File: src/rtl/core_run_controller_pkg.sv
// Shared encodings and defaults for the core run controller and its helpers.
// Mode values match the switch-bank wiring on the board.
package core_run_controller_pkg;

    localparam int CNT_W_DEFAULT   = 16;
    localparam int RUN_DIV_DEFAULT = 4;

    typedef enum logic [1:0] {
        MODE_HALT  = 2'b00,
        MODE_CSTEP = 2'b01,
        MODE_ISTEP = 2'b10,
        MODE_RUN   = 2'b11
    } runMode_t;

    typedef enum logic [2:0] {
        ST_IDLE       = 3'd0,
        ST_CSTEP      = 3'd1,
        ST_ISTEP      = 3'd2,
        ST_ISTEP_WAIT = 3'd3,
        ST_RUN        = 3'd4,
        ST_BREAK      = 3'd5
    } runState_t;

endpackage

File: src/rtl/core_run_controller_run_tick_divider.sv
// Free-running modulo-RUN_DIV counter that paces core enables in run mode.
// owTick is high on the terminal count; iwClr holds the count at zero.
module run_tick_divider #(
    parameter int RUN_DIV = 4
) (
    input  logic iwClk,
    input  logic iwnRst,
    input  logic iwClr,
    output logic owTick
);

    localparam int W = $clog2(RUN_DIV);
    localparam logic [W-1:0] LAST = W'(RUN_DIV - 1);

    logic [W-1:0] divCnt;

    always_ff @(posedge iwClk) begin
        if (!iwnRst || iwClr) begin
            divCnt <= '0;
        end else if (divCnt == LAST) begin
            divCnt <= '0;
        end else begin
            divCnt <= divCnt + W'(1);
        end
    end

    assign owTick = (divCnt == LAST);

endmodule

File: src/rtl/core_run_controller.sv
// Execution sequencer for the multicycle core: halt, cycle-step, instruction-step,
// free-run and run-to-breakpoint, plus cycle/instruction counters for the display.
module core_run_controller
    import core_run_controller_pkg::*;
#(
    parameter int RUN_DIV = RUN_DIV_DEFAULT,
    parameter int CNT_W   = CNT_W_DEFAULT
) (
    input  logic             iwClk100M,
    input  logic             iwnRst,
    input  logic [1:0]       iwMode,
    input  logic             iwBrkEn,
    input  logic             iwStep,
    input  logic             iwAtBoundary,
    input  logic [31:0]      iwPc,
    input  logic [31:0]      iwBrkPc,
    input  logic             iwClrCnt,
    output logic             owCoreCe,
    output logic             owHalted,
    output logic             owBrkHit,
    output logic [CNT_W-1:0] owCycCnt,
    output logic [CNT_W-1:0] owInstrCnt
);

    runState_t state;
    runState_t stepState;
    runMode_t  mode;
    logic      stepCe;
    logic      skip;
    logic      runTick;
    logic      divClr;
    logic      brkMatch;

    assign mode     = runMode_t'(iwMode);
    assign divClr   = (state != ST_RUN);
    // skip lets a run resumed at the breakpoint PC execute that instruction once.
    assign brkMatch = iwBrkEn && iwAtBoundary && (iwPc == iwBrkPc) && !skip;

    // Where an accepted step pulse leads; shared by IDLE and BREAK.
    always_comb begin
        stepState = ST_IDLE;
        stepCe    = 1'b0;
        case (mode)
            MODE_CSTEP: begin
                stepState = ST_CSTEP;
                stepCe    = 1'b1;
            end
            MODE_ISTEP: begin
                stepState = ST_ISTEP;
                stepCe    = 1'b1;
            end
            MODE_RUN:  stepState = ST_RUN;
            default:   stepState = ST_IDLE;
        endcase
    end

    run_tick_divider #(
        .RUN_DIV(RUN_DIV)
    ) uDivider (
        .iwClk (iwClk100M),
        .iwnRst(iwnRst),
        .iwClr (divClr),
        .owTick(runTick)
    );

    always_ff @(posedge iwClk100M) begin
        if (!iwnRst) begin
            state    <= ST_IDLE;
            owCoreCe <= 1'b0;
            owHalted <= 1'b1;
            owBrkHit <= 1'b0;
            skip     <= 1'b0;
        end else begin
            owCoreCe <= 1'b0;
            case (state)
                ST_IDLE: begin
                    if (iwStep && (mode != MODE_HALT)) begin
                        state    <= stepState;
                        owCoreCe <= stepCe;
                        owHalted <= 1'b0;
                        if (mode == MODE_RUN) skip <= 1'b1;
                    end
                end
                ST_CSTEP: begin
                    state    <= ST_IDLE;
                    owHalted <= 1'b1;
                end
                ST_ISTEP: begin
                    state <= ST_ISTEP_WAIT;
                end
                ST_ISTEP_WAIT: begin
                    if (iwAtBoundary) begin
                        state    <= ST_IDLE;
                        owHalted <= 1'b1;
                    end else begin
                        state    <= ST_ISTEP;
                        owCoreCe <= 1'b1;
                    end
                end
                ST_RUN: begin
                    if (runTick) begin
                        if (brkMatch) begin
                            state    <= ST_BREAK;
                            owBrkHit <= 1'b1;
                            owHalted <= 1'b1;
                        end else if ((mode != MODE_RUN) && iwAtBoundary) begin
                            state    <= ST_IDLE;
                            owHalted <= 1'b1;
                        end else begin
                            owCoreCe <= 1'b1;
                            if (iwAtBoundary) skip <= 1'b0;
                        end
                    end
                end
                ST_BREAK: begin
                    if (iwStep) begin
                        owBrkHit <= 1'b0;
                        state    <= stepState;
                        owCoreCe <= stepCe;
                        owHalted <= (mode == MODE_HALT);
                        if (mode == MODE_RUN) skip <= 1'b1;
                    end
                end
                default: begin
                    state    <= ST_IDLE;
                    owHalted <= 1'b1;
                end
            endcase
        end
    end

    // Counters follow the registered enable, so they are naturally frozen in IDLE/BREAK.
    always_ff @(posedge iwClk100M) begin
        if (!iwnRst || iwClrCnt) begin
            owCycCnt   <= '0;
            owInstrCnt <= '0;
        end else if (owCoreCe) begin
            owCycCnt <= owCycCnt + CNT_W'(1);
            if (iwAtBoundary) owInstrCnt <= owInstrCnt + CNT_W'(1);
        end
    end

endmodule

File: config.mk
export PLATFORM = sky130hd
export DESIGN_NAME = core_run_controller
export DESIGN_NICKNAME = d
export VERILOG_FILES = /design/src/rtl/core_run_controller_pkg.sv /design/src/rtl/core_run_controller_run_tick_divider.sv /design/src/rtl/core_run_controller.sv
export SDC_FILE = /design/constraint.sdc
export NUM_CORES = 1
export LEC_CHECK = 0
export ABC_CLOCK_PERIOD_IN_PS = 2700
export CORE_UTILIZATION = 40
export CTS_CLUSTER_SIZE = 24
export DETAILED_ROUTE_END_ITERATION = 8
export GPL_TIMING_DRIVEN = 0
export PLACE_DENSITY_LB_ADDON = 0.25
export SYNTH_ARGS = -nofsm -noshare
export SYNTH_HDL_FRONTEND = slang
export SYNTH_HIERARCHICAL = 1
export SYNTH_SLANG_ARGS = --single-unit
File: constraint.sdc
create_clock -name iwClk100M -period 2.7 [get_ports iwClk100M]
set_clock_uncertainty 0.1 [all_clocks]
set_input_delay 0.54 -clock iwClk100M [delete_from_list [all_inputs] [get_ports iwClk100M]]
set_output_delay 0.54 -clock iwClk100M [all_outputs]
set_load 0.02 [all_outputs]
==> summary.md, run 1 <==
| Metric | Value |
|---|---|
| Maximum clock rate | 0.409 GHz |
| Hold_ws | 0.356 ns |
| Status | finished clean |
| Worst slack at placement | -0.179 ns |
| Hold Buf Count CTS | 0 |
| Seq/Total Area, Yosys | 34.6% |
| Initial antenna violation count | 0 |
| Fin. Hold Viols | 0 |
| Area Overhead vs Synth | 53.3% |
| Post-synthesis mux area share | 0.845% |
| Final setup fails | 0 |
| DRC violations left | 0 |
| Routed length per instance | 11.9 um |
| Layout cells sized above 1 | 4.33% |
| HP Class | reg -> reg |
| CTS max path bufs | 2 |
| Final Instance Area | 3630 um^2 |
| Antenna-violating nets left | 0 |
| DP HPWL | 4.55 mm |
| Num ports | 107 |
| Core area | 5610 um^2 |
| Max_cap viols | 0 |
| Synth Net Count | 359 |
| Nets | 471 |
| RD Place Congestion | 0.890 |
| Mapped Cells | 280 |
| Slew @ Worst Pin | 0.532 ns |
| Most used DFF post-synth | dfxtp_1 |
| Simple-Gate Fraction of Synth Area | 28.2% |
| Cts bufs inserted | 5 |
| CP Launch Type | input pin |
| # diodes | 0 |
| Non-Filler Instances | 465 |
| TNS Setup | 0 ns |
| Async SR Flop Fraction | 0% |
| CP endpoint kind | flop |
| VDD IR max | 0.276 mV |
| Via/cell ratio | 5.00 |
| Crit path required time | 2.81 ns |
| Cell area after synthesis | 2370 um^2 |
| Wire length on met1 | 2.34 mm |
| Register Area | 821 um^2 |
| Final core utilization | 64.8% |
| Vias in the first global route | 2225 |
| CP Class | in -> reg |
| Largest family of logic cells by synthesized area | simple AND/OR/NAND/NOR gates |
| Clock Sinks | 41 |
| Initial Utilization | 42.3% |
| Die area | 6240 um^2 |
| Crit share post-route | 90.7% |
| Worst-skew pair later-pin latency | 0.29 ns |
| CP max FO | 4 |
| GR Overflow Total | 0 |
| RSZ-0062 raised after global routing | no |
| Synth Area in Compound Gates | 8.03% |
| First-pass GRT wire length | 9.63 mm |
| Multi-input gate area | 1500 um^2 |
| FF+latch count, synth | 41 |
| Total of warnings raised by yosys | 6 |
| Die width | 79.0 um |
| Pre-Repair DR Iteration Count | 4 |
| Met2 WL post-DR | 2.83 mm |
| Leakage | 1.32 nW |
| DR top layer | met4 |
| WL final | 5.54 mm |
| XOR/XNOR share of the synthesized area | 22.2% |
| Max-slew headroom | 64.4% |
| Post-layout minimum cycle time | 2.45 ns |
| CTS tree | built |
| Die height | 79.0 um |
| Met3 WL | 237 um |
| Final worst setup slack | 0.252 ns |
| Dpl cells | 457 |
| Reg clk slew, reported paths | 0.07 ns |
| CP arrival | 2.56 ns |
| DR vias | 2324 |
| PortBufs | 105 |
| Total power | 1.39 mW |
| Post-synthesis adder-cell area fraction | 3.70% |
| Syn avg cell area | 8.46 um^2 |
| Root Buffer | clkbuf_8 |
| Number of synthesized flops with an enable pin | 0 |
| Netlist cell types | 41 |
| Pin count of the biggest net entering global routing | 13 |
| Iter 0 DRT Violations | 44 |
| Num rows | 27 |
| Area post-placement | 3510 um^2 |
| Gr usage total | 19.4% |
| Fill cells | 507 |
| Pwr Density | 382 nW/um^2 |
| Max-slew violations | 0 |
| H-tree depth | 2 |
-- cell families after synthesis --
kind of cell             Yosys count
AO/OA/AOI/OAI                     29
XOR/XNOR                          60
adder cells (fa/ha/maj)            7
buffers and inverters             15
flip-flops                        41
multiplexers                       2
AND/OR/NAND/NOR                  126
-- cell type report --
type,count,share of cell area [%]
plain buffers,8,0.861
clock buffers,7,2.38
clock inverters,1,0.826
inverters,7,0.723
multi-input cells,224,41.2
flip-flops and latches,41,22.6
well taps,72,2.48
repair buffers,105,28.9
-- worst paths after layout --
path,from,endpoint,slack [ns],cells after the start
max,iwBrkPc[27],state[0],0.25,7
min,uDivider/divCnt[0],uDivider/divCnt[0],0.36,1
max reg2reg,state[2],state[0],0.64,6
min reg2reg,uDivider/divCnt[0],uDivider/divCnt[0],0.36,1
-- critical path, cell delays in order --
cell and delay, ns:
clkdlybuf4s50_1 0.41, xor2_1 0.16, nor4_1 0.42, nand4_1 0.21, nor4_4 0.40, o21bai_2 0.17, o31ai_2 0.25
-- routing by layer --
layer	up-vias	global-route usage [%]
met5	-	0
met4	0	8.55
met3	11	3.22
met2	72	34.7
met1	1058	22.5
li1	1183	-
-- power by group --
part	switching (mW)	internal, mW
sequential	0.00794	0.613
clock	0.211	0.301
combinational	0.0991	0.155
total	0.318	1.07
-- flip-flops by register name (all words and copies together) (netlist names) --
| register | flops |
|---|---|
| owBrkHit | 1 |
| state | 3 |
| skip | 1 |
| owHalted | 1 |
| owCycCnt | 16 |
| uDivider/divCnt | 2 |
| owInstrCnt | 16 |
| owCoreCe | 1 |
-- cell usage after synthesis (all sizes together) (2+ instances only) --
| cell type | count | share of area (%) |
|---|---|---|
| clkbuf | 7 | 1.1 |
| o21bai | 3 | 1.1 |
| nand2b | 3 | 0.79 |
| and4 | 4 | 1.5 |
| nor3 | 2 | 0.42 |
| nand4 | 10 | 2.6 |
| nor3b | 2 | 0.63 |
| xor2 | 44 | 16 |
| nor2 | 38 | 6.0 |
| a21oi | 8 | 1.7 |
| nand2 | 26 | 4.1 |
| a21boi | 2 | 0.63 |
| nor4 | 9 | 3.3 |
| ha | 7 | 3.7 |
| and3 | 6 | 1.6 |
| nand3 | 13 | 2.7 |
| nor4b | 2 | 1.0 |
| nand3b | 2 | 0.63 |
| or3 | 3 | 0.79 |
| xnor2 | 16 | 5.9 |
| o31ai | 3 | 1.2 |
| dfxtp | 41 | 35 |
| inv | 7 | 1.1 |
| nor2b | 3 | 0.79 |
| mux2i | 2 | 0.84 |
| o21ai | 8 | 1.7 |
-- layout by cell type, fill, tap and decap left out, types with 2 or more instances in the layout --
| cell | count |
|---|---|
| a21boi_1 | 2 |
| a21oi_1 | 8 |
| and3_1 | 6 |
| and4_1 | 4 |
| clkbuf_1 | 8 |
| clkbuf_8 | 6 |
| clkdlybuf4s50_1 | 105 |
| dfxtp_1 | 41 |
| ha_1 | 7 |
| inv_1 | 7 |
| mux2i_1 | 2 |
| nand2_1 | 26 |
| nand2b_1 | 3 |
| nand3_1 | 13 |
| nand3b_1 | 2 |
| nand4_1 | 10 |
| nor2_1 | 38 |
| nor2b_1 | 3 |
| nor3_1 | 2 |
| nor3b_1 | 2 |
| nor4_1 | 6 |
| nor4_2 | 2 |
| o21ai_0 | 7 |
| o21bai_1 | 2 |
| o31ai_1 | 2 |
| or3_1 | 3 |
| xnor2_1 | 16 |
| xor2_1 | 44 |
-- timing repair --
item | 4_1_cts | 5_1_grt
gates resized for setup | 0 | 1
endpoints found under the setup margin | 0 | 1
buffers inserted | 0 | 0
No activity file was read; power rests on OpenSTA's default activity.
==> run 2: changes to the inputs <==
- GPL_TIMING_DRIVEN: 0 -> default
==> summary.md, run 2 (synthesized netlist as in run 1, its figures left out) <==
| Metric | Value |
|---|---|
| Pre-Repair DR Iteration Count | 4 (unchanged) |
| Leakage | 1.34 nW (+1.4%) |
| DP HPWL | 4.58 mm (+0.77%) |
| RSZ-0062 raised after global routing | no |
| Slew @ Worst Pin | 0.562 ns (+0.0297 ns) |
| Num rows | 27 (unchanged) |
| Routed length per instance | 11.8 um (-0.62%) |
| Commonest non-fill, non-tap cell in the layout | clkdlybuf4s50_1 |
| Final worst setup slack | 0.248 ns (-0.00386 ns) |
| Vias in the first global route | 2218 (-0.31%) |
| Net Sw Power | 0.293 mW (-7.8%) |
| Cts bufs inserted | 5 (unchanged) |
| Critical Path Slowest Stage Cell | clkdlybuf4s50_1 |
| GR Overflow Total | 0 (unchanged) |
| CP Class | in -> reg |
| Status | finished clean |
| CTS max path bufs | 2 (unchanged) |
| Post-layout minimum cycle time | 2.45 ns (+0.00386 ns) |
| Most frequent cells in the layout | clkdlybuf4s50_1 (106), xor2_1 (44), dfxtp_1 (41) |
| Crit path required time | 2.80 ns (about the same) |
| HP Class | reg -> reg |
| Reg-to-Reg Start | state[2] |
| Final setup fails | 0 (unchanged) |
| Pwr Density | 340 nW/um^2 (-11%) |
| Via/cell ratio | 4.88 (-2.3%) |
| Maximum clock rate | 0.408 GHz (-0.16%) |
| CP max FO | 4 (unchanged) |
| Cell Chain, Critical Path | clkdlybuf4s50_1 > xor2_1 > nor4_1 > buf_4 > nand4_1 > nor4_4 > o21bai_2 > o31ai_2 |
| DR vias | 2265 (-2.5%) |
| Cell Int Power | 0.944 mW (-12%) |
| Worst-skew pair later-pin latency | 0.29 ns (about the same) |
| Regs by FF count | owCycCnt (16), owInstrCnt (16), state (3) |
| Hold Path Origin | uDivider/divCnt[0] |
| Sequential share of power | 50.7% (+5.9 points) |
| Area Overhead vs Synth | 53.4% (about the same) |
| CP Launch Type | input pin |
| Num ports | 107 (unchanged) |
| Hold_ws | 0.348 ns (-0.00788 ns) |
| Fin. Hold Viols | 0 (unchanged) |
| Gr usage total | 18.6% (-0.78 points) |
| Core area | 5610 um^2 (unchanged) |
| Max-slew violations | 0 (unchanged) |
| Worst slack at placement | -0.0567 ns (+0.122 ns) |
| RD Place Congestion | 0.882 (-0.83%) |
| Nets | 472 (+0.21%) |
| Max incr delay on CP | 0.42 ns (about the same) |
| Final core utilization | 64.8% (about the same) |
| Reg clk slew, reported paths | 0.07 ns (about the same) |
| CP arrival | 2.56 ns (about the same) |
| First-pass GRT wire length | 9.28 mm (-3.6%) |
| CP endpoint kind | flop |
| Register Area | 821 um^2 (unchanged) |
| Root Buffer | clkbuf_8 |
| Post-CTS Resized | 0 (unchanged) |
| Initial Utilization | 42.3% (unchanged) |
| Pin count of the biggest net entering global routing | 23 (+10) |
| Antenna-violating nets left | 0 (unchanged) |
| PortBufs | 106 (+0.95%) |
| Sw Ratio | 23.7% (+0.78 points) |
| Dpl cells | 458 (+0.22%) |
| DRC violations left | 0 (unchanged) |
| Max_cap viols | 0 (unchanged) |
| Die width | 79.0 um (unchanged) |
| Clock power frac | 28.9% (-8.0 points) |
| Post-CTS Setup Inserts | 0 (unchanged) |
| VDD IR max | 0.225 mV (-19%) |
| Multi-input gate area | 1490 um^2 (-0.42%) |
| Iter 0 DRT Violations | 54 (+23%) |
| Fill cells | 503 (-0.79%) |
| Clock Sinks | 41 (unchanged) |
| Non-Filler Instances | 464 (-0.22%) |
| H-tree depth | 2 (unchanged) |
| Critical Path Source | iwBrkPc[15] |
| Max-slew headroom | 62.4% (-2.0 points) |
| Comb power frac | 20.4% (+2.1 points) |
| Die area | 6240 um^2 (unchanged) |
| # diodes | 0 (unchanged) |
| Crit share post-route | 90.8% (+0.14 points) |
| Layout cells sized above 1 | 5.61% (+1.3 points) |
| Hold Buf Count CTS | 0 (unchanged) |
| WL final | 5.49 mm (-0.83%) |
| Die height | 79.0 um (unchanged) |
| Initial antenna violation count | 0 (unchanged) |
| CTS tree | built |
-- run 2: cell count changes in the layout (fill, tap and decap cells not counted), sizes merged --
| cell | previous run | this run |
|---|---|---|
| clkbuf | 14 | 5 |
| buf | 1 | 8 |
| bufinv | 1 | 0 |
| clkdlybuf4s50 | 105 | 106 |
| clkinv | 0 | 1 |
-- run 2: routing by layer --
layer	global-route usage [%]	wire length (um)	vias up
met5	0	0	-
met4	8.73	139	0
met2	32.8	2780	70
met1	21.8	2340	1001
met3	3.10	232	13
li1	-	-	1181
-- run 2: final timing paths --
path / cells past startpoint / slack [ns] / end
hold / removal: 1 / 0.35 / uDivider/divCnt[0]
hold reg to reg: 1 / 0.35 / uDivider/divCnt[0]
setup / recovery: 8 / 0.25 / state[0]
setup reg to reg: 6 / 0.82 / state[0]
-- run 2: cell type report --
type                       count  share of cell area, %
multi-input combinational    224                   41.0
timing repair buffer         114                   31.2
sequential                    41                   22.6
tap                           72                   2.48
clock buffer                   5                   1.89
inverter                       7                  0.723
clock inverter                 1                  0.138
-- run 2: power groups by stage --
| stage | Sequential (mW) | Clock (mW) | Combinational [mW] |
|---|---|---|---|
| 2_1_floorplan | 0.638 | 0 | 0.109 |
| 3_3_place_gp | 0.641 | 0 | 0.250 |
| 3_5_place_dp | 0.641 | 0 | 0.254 |
| 4_1_cts | 0.627 | 0.368 | 0.255 |
| 5_1_grt | 0.629 | 0.394 | 0.276 |
| 6_report | 0.627 | 0.358 | 0.252 |
-- run 2: per-stage QoR --
step / TNS, ns / instance area [um^2] / power [mW]
2_1_floorplan: 0 / 2370 / 0.747
3_3_place_gp: -0.00844 / 3560 / 0.891
3_5_place_dp: -0.0571 / 3560 / 0.895
4_1_cts: 0 / 3640 / 1.25
5_1_grt: 0 / 3640 / 1.30
6_report: 0 / 3640 / 1.24
-- run 2: worst max-delay path: cells and delay by family --
family          cells  cell delay [ns]
buf+inv             2             0.60
simple gates        3             0.86
compound gates      2             0.39
xor+xnor            1             0.16
